===== src/rtl/pid_gain_manager.sv =====
// pid_gain_manager: owns the active Kp/Ki/Kd set fed to the PID core.
// Arbitrates host shadow writes against auto-tune runs and applies each new
// set atomically on a PID sample boundary.
module pid_gain_manager #(
  parameter int unsigned            GAIN_WIDTH     = 16,
  parameter int unsigned            TIMEOUT_CYCLES = 4_200_000,
  parameter logic [GAIN_WIDTH-1:0]  DEFAULT_KP     = 153,
  parameter logic [GAIN_WIDTH-1:0]  DEFAULT_KI     = 0,
  parameter logic [GAIN_WIDTH-1:0]  DEFAULT_KD     = 320
) (
  input  logic                  clk,
  input  logic                  reset,
  input  logic                  host_wr_valid,
  output logic                  host_wr_ready,
  input  logic [1:0]            host_wr_sel,
  input  logic [GAIN_WIDTH-1:0] host_wr_data,
  input  logic                  tune_req,
  output logic                  tune_start,
  input  logic                  tune_done,
  input  logic [GAIN_WIDTH-1:0] tune_kp,
  input  logic [GAIN_WIDTH-1:0] tune_ki,
  input  logic [GAIN_WIDTH-1:0] tune_kd,
  input  logic                  sample_tick,
  output logic [GAIN_WIDTH-1:0] pid_kp,
  output logic [GAIN_WIDTH-1:0] pid_ki,
  output logic [GAIN_WIDTH-1:0] pid_kd,
  output logic                  pid_hold,
  output logic                  gains_updated,
  output logic                  busy,
  output logic                  tune_error
);

  localparam int unsigned CW = (TIMEOUT_CYCLES > 1) ? $clog2(TIMEOUT_CYCLES) : 1;
  localparam logic [CW-1:0] CNT_LAST = CW'(TIMEOUT_CYCLES - 1);

  typedef enum logic [1:0] {
    IDLE   = 2'd0,
    START  = 2'd1,
    TUNING = 2'd2,
    APPLY  = 2'd3
  } state_t;

  state_t                state_q, state_d;
  logic [GAIN_WIDTH-1:0] sh_kp_q, sh_kp_d, sh_ki_q, sh_ki_d, sh_kd_q, sh_kd_d;
  logic [GAIN_WIDTH-1:0] pd_kp_q, pd_kp_d, pd_ki_q, pd_ki_d, pd_kd_q, pd_kd_d;
  logic [GAIN_WIDTH-1:0] ac_kp_q, ac_kp_d, ac_ki_q, ac_ki_d, ac_kd_q, ac_kd_d;
  logic                  src_tuner_q, src_tuner_d;
  logic [CW-1:0]         cnt_q, cnt_d;
  logic                  upd_q, upd_d;
  logic                  err_q, err_d;
  logic                  host_acc;

  // State, gain banks, timeout counter and status flags
  always_ff @(posedge clk) begin
    if (reset) begin
      state_q     <= IDLE;
      sh_kp_q     <= DEFAULT_KP;
      sh_ki_q     <= DEFAULT_KI;
      sh_kd_q     <= DEFAULT_KD;
      pd_kp_q     <= DEFAULT_KP;
      pd_ki_q     <= DEFAULT_KI;
      pd_kd_q     <= DEFAULT_KD;
      ac_kp_q     <= DEFAULT_KP;
      ac_ki_q     <= DEFAULT_KI;
      ac_kd_q     <= DEFAULT_KD;
      src_tuner_q <= 1'b0;
      cnt_q       <= '0;
      upd_q       <= 1'b0;
      err_q       <= 1'b0;
    end else begin
      state_q     <= state_d;
      sh_kp_q     <= sh_kp_d;
      sh_ki_q     <= sh_ki_d;
      sh_kd_q     <= sh_kd_d;
      pd_kp_q     <= pd_kp_d;
      pd_ki_q     <= pd_ki_d;
      pd_kd_q     <= pd_kd_d;
      ac_kp_q     <= ac_kp_d;
      ac_ki_q     <= ac_ki_d;
      ac_kd_q     <= ac_kd_d;
      src_tuner_q <= src_tuner_d;
      cnt_q       <= cnt_d;
      upd_q       <= upd_d;
      err_q       <= err_d;
    end
  end

  // Next-state logic: host/tuner arbitration, tuning sequencing, atomic apply
  always_comb begin
    state_d       = state_q;
    sh_kp_d       = sh_kp_q;
    sh_ki_d       = sh_ki_q;
    sh_kd_d       = sh_kd_q;
    pd_kp_d       = pd_kp_q;
    pd_ki_d       = pd_ki_q;
    pd_kd_d       = pd_kd_q;
    ac_kp_d       = ac_kp_q;
    ac_ki_d       = ac_ki_q;
    ac_kd_d       = ac_kd_q;
    src_tuner_d   = src_tuner_q;
    cnt_d         = cnt_q;
    upd_d         = 1'b0;
    err_d         = err_q;
    host_wr_ready = (state_q == IDLE) && !tune_req;
    host_acc      = host_wr_valid && host_wr_ready;

    case (state_q)
      IDLE: begin
        if (tune_req) begin
          state_d = START;
          err_d   = 1'b0;
        end else if (host_acc) begin
          case (host_wr_sel)
            2'd0: sh_kp_d = host_wr_data;
            2'd1: sh_ki_d = host_wr_data;
            2'd2: sh_kd_d = host_wr_data;
            default: begin
              pd_kp_d     = sh_kp_q;
              pd_ki_d     = sh_ki_q;
              pd_kd_d     = sh_kd_q;
              src_tuner_d = 1'b0;
              state_d     = APPLY;
            end
          endcase
        end
      end
      START: begin
        cnt_d   = '0;
        state_d = TUNING;
      end
      TUNING: begin
        cnt_d = cnt_q + CW'(1);
        // A result arriving on the final timeout cycle still takes priority
        if (tune_done) begin
          pd_kp_d = tune_kp;
          pd_ki_d = tune_ki;
          pd_kd_d = tune_kd;
          if (tune_kp == '0) begin
            err_d   = 1'b1;
            state_d = IDLE;
          end else begin
            src_tuner_d = 1'b1;
            state_d     = APPLY;
          end
        end else if (cnt_q == CNT_LAST) begin
          err_d   = 1'b1;
          state_d = IDLE;
        end
      end
      APPLY: begin
        if (sample_tick) begin
          ac_kp_d = pd_kp_q;
          ac_ki_d = pd_ki_q;
          ac_kd_d = pd_kd_q;
          upd_d   = 1'b1;
          state_d = IDLE;
        end
      end
      default: state_d = IDLE;
    endcase
  end

  assign tune_start    = (state_q == START);
  assign pid_hold      = (state_q == START) || (state_q == TUNING) ||
                         ((state_q == APPLY) && src_tuner_q);
  assign busy          = (state_q != IDLE);
  assign gains_updated = upd_q;
  assign tune_error    = err_q;
  assign pid_kp        = ac_kp_q;
  assign pid_ki        = ac_ki_q;
  assign pid_kd        = ac_kd_q;

endmodule


===== config.mk =====
export PLATFORM = sky130hd
export DESIGN_NAME = pid_gain_manager
export DESIGN_NICKNAME = d
export VERILOG_FILES = /design/src/rtl/pid_gain_manager.sv
export SDC_FILE = /design/constraint.sdc
export NUM_CORES = 1
export LEC_CHECK = 0
export CORE_UTILIZATION = 52
export DETAILED_ROUTE_END_ITERATION = 7
export PLACE_DENSITY = 0.79
export SYNTH_ARGS = -nofsm -noshare
export SYNTH_HDL_FRONTEND = slang
export SYNTH_SLANG_ARGS = --single-unit

===== constraint.sdc =====
create_clock -name clk -period 2.28 [get_ports clk]
set_input_delay 0.57 -clock clk [delete_from_list [all_inputs] [get_ports clk]]
set_output_delay 0.57 -clock clk [all_outputs]
set_load 0.005 [all_outputs]

==> results of run 1 <==
[logic make-up after synthesis]
kind of cell	share of synthesized area [%]
muxes	7.311
xor gates and xnor gates	2.559
and+or+nand+nor	21.84
DFF	50.30
buffers and inverters	3.729
AOI/OAI and AO/OA	13.34
adders and majority gates	0.9139
[worst max-delay path by stage]
| stage | start | to | slack [ns] | depth (start not counted) |
|---|---|---|---|---|
| floorplan | state_q[0] | cnt_q[17] | 0.43 | 8 |
| global placement | tune_req | host_wr_ready | -0.004 | 4 |
| detailed placement | tune_req | host_wr_ready | -0.07 | 4 |
| CTS | state_q[1] | pid_hold | 0.003 | 4 |
| global route | state_q[0] | busy | 0.03 | 4 |
| finish | state_q[0] | busy | 0.08 | 4 |
[power breakdown]
part / leakage [nW] / switching (W) / internal (W) / total, W
sequential: 1.40 / 0.000277 / 0.00351 / 0.00379
clock: 0.291 / 0.00116 / 0.00172 / 0.00288
combinational: 1.46 / 0.00157 / 0.00127 / 0.00284
total: 3.15 / 0.00300 / 0.00650 / 0.00950
[stage by stage]
step | power (W) | cells | worst slack [ns]
2_1_floorplan | 0.005734 | 801 | 0.4288
3_3_place_gp | 0.006410 | 1063 | -0.003954
3_5_place_dp | 0.006538 | 1063 | -0.06754
4_1_cts | 0.009528 | 1098 | 0.003297
5_1_grt | 0.01000 | 1098 | 0.03265
6_report | 0.009504 | 1098 | 0.08389
[per-layer routing]
metal  vias up  wire length (um)
li1       2946                 -
met4         0               337
met2       191              8740
met5         -                 0
met3        27               988
met1      2786              7146
[registers in the layout, indices dropped and copies added, names as in the netlist]
| register | flops |
|---|---|
| gains_updated | 1 |
| sh_ki_q | 16 |
| pd_kd_q | 16 |
| pd_kp_q | 16 |
| pd_ki_q | 16 |
| state_q | 2 |
| cnt_q | 23 |
| sh_kd_q | 16 |
| sh_kp_q | 16 |
| pid_kp | 16 |
| pid_kd | 16 |
| pid_ki | 16 |
| src_tuner_q | 1 |
| tune_error | 1 |
[worst reg2reg max path: cells and delay by family (launching register included)]
kind,cells,cell delay (ns)
buffers and inverters,2,0.20
adders and majority gates,1,0.26
xor gates and xnor gates,1,0.17
DFF,1,0.37
and+or+nand+nor,4,0.81
[cell usage after synthesis (all sizes together), types with 2 or more instances]
cell type	n
nand2	205
dfxtp	172
a21oi	90
nor2	76
mux2i	50
a211oi	42
clkbuf	35
buf	20
nand3b	13
xor2	13
nand3	9
nand4	8
nor4	8
xnor2	7
a211o	6
inv	6
nor3	6
and2	5
ha	5
o21ai	5
or3	3
a21o	2
a311oi	2
and3	2
nand2b	2
[final cells by class]
type | count | area [um^2]
sequential | 172 | 3451
tap | 172 | 215.2
fill | 1039 | 3767
multi-input combinational | 568 | 3172
timing repair buffer | 148 | 1498
inverter | 6 | 22.52
clock inverter | 11 | 116.4
clock buffer | 21 | 480.5
[repair_timing]
action                                  CTS  global route
pin swaps                                 1             0
gates resized for setup                   8             3
endpoints found under the setup margin    3             1
buffers inserted                          3             0
==> impl_metrics.json, run 1 <==
{
  "yosysSeqAreaShare_pct": 50.30,
  "clock-sinks": 172,
  "gate_count_of_the_mapped_netlist": 801,
  "relative_slew_slack_pct": 50.96,
  "grt_start_max_net_pins": 91,
  "worstPathMaxFanout": 4,
  "finalInstanceArea_mm2": 0.008955,
  "cts_tree": "yes",
  "worst_r2r_path_depth": 8,
  "holdPathEnd": "pid_kp[14]",
  "yosys_most_used_dff": "dfxtp_1",
  "antenna-diode-count": 0,
  "floorplan.die_area_mm2": 0.01363,
  "setup.worst_path.end_class": "output port",
  "rsz_0062_raised_after_global_routing": "no",
  "final_common_cell": "nand2_1",
  "synth.avg_cell_area_um2": 8.546,
  "groute.layer.met2.usage_pct": 46.43,
  "first_iter_violations": 527,
  "flow.area_growth_from_synthesis_pct": 30.82,
  "hold_viol": 0,
  "drv.max_cap_violation_count": 0,
  "first_global_vias": 5785,
  "netlist_top_cells_area": "dfxtp_1 (50%), nand2_1 (11%), mux2i_1 (7.3%)",
  "clock_insertion_delay_worst_skew_ns": 0.43,
  "viasPerCell": 5.419,
  "clock_path_buffers": 2,
  "floorplan.die.height_um": 116.7,
  "detailed_place.area_mm2": 0.008307,
  "timing.final.crit_share_pct": 96.32,
  "fmax_mhz": 455.4,
  "synth_edf_count": 0,
  "setup_viol": 0,
  "powerDensity_mw_per_mm2": 1061,
  "root_buffer": "clkbuf_16",
  "r2r_slack_ns": 0.31,
  "syn_nets": 878,
  "wire_length_of_the_first_global_routing_pass_um": 27510,
  "cts-buffers-inserted": 17,
  "tightestPinTransition_ns": 0.7357,
  "post_synth_top_area_share_pct": 50.30,
  "status": "completed",
  "worst_r2r_endpoint": "cnt_q[17]",
  "launch_point_of_the_worst_reg_to_reg_path": "state_q[0]",
  "postCtsHoldBufs": 0,
  "setup-tns-final_ns": 0,
  "drt_pass1_iterations": 5,
  "crit_required_ns": 1.71,
  "post-synth-top-area-cell": "dfxtp_1",
  "placement_rows": 41,
  "coreArea_mm2": 0.01272,
  "worst-setup-path-type": "flop to output port",
  "grt_overflow": 0,
  "leakage_nw": 3.152,
  "holdCritStartpoint": "pd_kp_q[14]",
  "port_buffers": 125,
  "layout.cells.most_common_list": "nand2_1 (205), dfxtp_1 (170), clkdlybuf4s50_1 (122)",
  "top_level_ports": 126,
  "ys_seq_elements": 172,
  "timing.hold.worst_path_depth": 2,
  "vdd_ir_drop_max_mv": 0.6501,
  "finalNetCount": 990,
  "fin_crit_period_ns": 2.196,
  "groute.layer.met1.usage_pct": 31.79,
  "crit_path_max_incr_delay_ns": 0.52,
  "detailedPlacementHpwl_um": 12020,
  "final.hold.worst_slack_ns": 0.4503,
  "arrival_time_of_the_worst_setup_path_ns": 1.63,
  "grt_usage_pct": 26.64,
  "drv_slew": 0,
  "worstPathBufferInverterCount": 3,
  "cts.reportedPaths.clkPinSlew_ns": 0.07,
  "wire_per_inst_um": 15.68,
  "path_delay_family": "buffers and inverters",
  "ctsHtreeMaxLevel": 4,
  "detail-route-antenna-nets": 0,
  "globalplace.congestion": 0.8089,
  "async_flop_share_pct": 0,
  "skew_final_ns": 0.007975,
  "synth_cell_type_count": 43,
  "detailroute.via_count": 5950,
  "synth_warnings": 0,
  "mappedNetlistArea_mm2": 0.006845,
  "drive_gt1_share_pct": 7.991,
  "floorplan.die.width_um": 116.7,
  "critPathSlowestCell": "clkdlybuf4s50_1",
  "finalCoreUtilization_pct": 70.39,
  "hold_class": "flop to flop",
  "antenna_violations_before_repair": 0,
  "busiest_layer": "met2",
  "drt_wl_total_um": 17210,
  "use_met3_pct": 6.124,
  "detail_route.drc_violations": 0,
  "worst_setup_path_start_kind": "flop",
  "path_cells": "inv_2 > ha_4 > inv_1 > clkdlybuf4s50_1",
  "initial_core_util_pct": 53.81
}
(Power assumes the default switching activity.)
==> inputs of run 2 (changes only) <==
- clock period: 2.28 -> 2.39 ns (I/O delays scaled with it)
==> impl_metrics.json, run 2 (synthesized netlist as in run 1, its figures left out) <==
{
  "leakage_nw": 3.120,
  "multiInputGateArea_mm2": 0.003164,
  "floorplan.die.width_um": 116.7,
  "arrival_time_of_the_worst_setup_path_ns": 1.73,
  "status": "completed",
  "final-seq-area_mm2": 0.003446,
  "power_report.internal_total_w": 0.006315,
  "swShare_pct": 31.03,
  "placement_rows": 41,
  "clock-sinks": 172,
  "final.hold.worst_slack_ns": 0.4521,
  "drive_gt1_share_pct": 6.957,
  "setup_slack_at_placement_ns": -0.08384,
  "relative_slew_slack_pct": 53.59,
  "cts-buffers-inserted": 17,
  "logic_gate_share_of_total_power_pct": 29.1,
  "wire_length_of_the_first_global_routing_pass_um": 26940,
  "drt_wl_total_um": 16950,
  "ctsHtreeMaxLevel": 4,
  "hold_class": "flop to flop",
  "setup.worst_path.end_class": "output port",
  "cts_tree": "yes",
  "drv_slew": 0,
  "top_layer": "met4",
  "worstPathMaxFanout": 4,
  "detailroute.wirelength.met2_um": 8500,
  "detail-route-antenna-nets": 0,
  "drt_pass1_iterations": 5,
  "drv.max_cap_violation_count": 0,
  "antenna_violations_before_repair": 0,
  "clock_path_buffers": 2,
  "registers.top_by_ff_count": "cnt_q",
  "viasPerCell": 5.413,
  "tightestPinTransition_ns": 0.6962,
  "first_iter_violations": 444,
  "setup_viol": 0,
  "rsz_0062_raised_after_global_routing": "no",
  "clock_power_share_pct": 31.6,
  "skew_final_ns": 0.006566,
  "port_buffers": 125,
  "initial_core_util_pct": 53.81,
  "detailroute.via_count": 5911,
  "powerDensity_mw_per_mm2": 1028,
  "detailedPlacementHpwl_um": 11720,
  "worst_setup_path_start_kind": "flop",
  "wire_per_inst_um": 15.52,
  "fin_crit_period_ns": 2.331,
  "coreArea_mm2": 0.01272,
  "met3_length_um": 810,
  "top_level_ports": 126,
  "floorplan.die_area_mm2": 0.01363,
  "layout.cells.most_common_list": "nand2_1 (205), dfxtp_1 (170), clkdlybuf4s50_1 (123)",
  "fmax_mhz": 429.0,
  "root_buffer": "clkbuf_16",
  "r2r_slack_ns": 0.22,
  "antenna-diode-count": 0,
  "grt_usage_pct": 25.84,
  "fillCellCount": 1004,
  "flip_flop_count_of_the_largest_register_after_layout": 23,
  "cts.reportedPaths.clkPinSlew_ns": 0.06,
  "worst-setup-path-type": "flop to output port",
  "detail_route.drc_violations": 0,
  "floorplan.die.height_um": 116.7,
  "final_common_cell": "nand2_1",
  "fin_ws_ns": 0.05906,
  "grt_overflow": 0,
  "grt_start_max_net_pins": 151,
  "power_frac_seq_pct": 39.3,
  "finalNetCount": 984,
  "switching_power_w": 0.002842,
  "timing.final.crit_share_pct": 97.53,
  "clock_insertion_delay_worst_skew_ns": 0.42,
  "flow.area_growth_from_synthesis_pct": 30.18,
  "vdd_ir_drop_max_mv": 0.6257,
  "first_global_vias": 5625,
  "met1_length_um": 7290,
  "crit_required_ns": 1.79,
  "setup-tns-final_ns": 0,
  "hold_viol": 0,
  "globalplace.congestion": 0.8064
}
-- run 2: cell count changes in the layout (fill, tap and decap cells not counted), sizes merged --
cell,before,now
dlymetal6s2s,1,0
clkinvlp,3,2
clkdlybuf4s50,122,123
clkbuf,21,20
bufinv,2,4
buf,24,18
-- run 2: final timing paths --
| kind | startpoint | cells after the start | to |
|---|---|---|---|
| hold reg to reg | pid_kp[2] | 2 | pid_kp[2] |
| hold / removal | pid_kp[2] | 2 | pid_kp[2] |
| setup / recovery | state_q[0] | 4 | pid_hold |
| setup reg to reg | state_q[0] | 8 | cnt_q[19] |
-- run 2: stage by stage --
stage          util, %  instances  power, W  cell area [um^2]
2_1_floorplan        -        801  0.005470              6845
6_report         70.04       1092  0.009156              8911
4_1_cts          70.04       1092  0.009168              8911
3_5_place_dp     64.96       1059  0.006233              8264
3_3_place_gp     64.96       1059  0.006107              8264
5_1_grt          70.04       1092  0.009602              8911
-- run 2: repair_timing --
item                       4_1_cts  5_1_grt
setup buffers                    1        0
gates resized for setup          5        0
hold buffers                     0        0
setup endpoints to repair        3        0
-- run 2: area by class of cell --
type | count | area share, %
inverter | 6 | 0.2527
tap | 172 | 2.415
timing repair buffer | 142 | 16.13
clock inverter | 12 | 1.896
clock buffer | 20 | 5.125
multi-input combinational | 568 | 35.51
sequential | 172 | 38.67
-- run 2: worst max-delay path, stage by stage (launching register included) --
cell,delay [ns]
dfxtp_2,0.36
inv_1,0.09
ha_4,0.27
a21o_1,0.09
clkdlybuf4s50_1,0.50
-- run 2: routing by layer --
| layer | vias up | global-route usage (%) |
|---|---|---|
| met5 | - | 0 |
| met4 | 0 | 10.21 |
| met3 | 27 | 4.722 |
| met2 | 174 | 45.01 |
| met1 | 2785 | 31.56 |
| li1 | 2925 | - |
-- run 2: power by group through the flow --
| stage | combinational (W) | clock (W) | sequential [W] |
|---|---|---|---|
| finish | 0.00266 | 0.00289 | 0.00360 |
| global placement | 0.00248 | 0 | 0.00363 |
| floorplan | 0.00189 | 0 | 0.00358 |
| detailed placement | 0.00258 | 0 | 0.00365 |
| global route | 0.00292 | 0.00303 | 0.00365 |
| CTS | 0.00265 | 0.00292 | 0.00359 |
==> inputs of run 3 (changes only) <==
- CAP_MARGIN: default -> 20
==> results of run 3 <==
Final layout, timing and power as in run 2 (identical DEF).
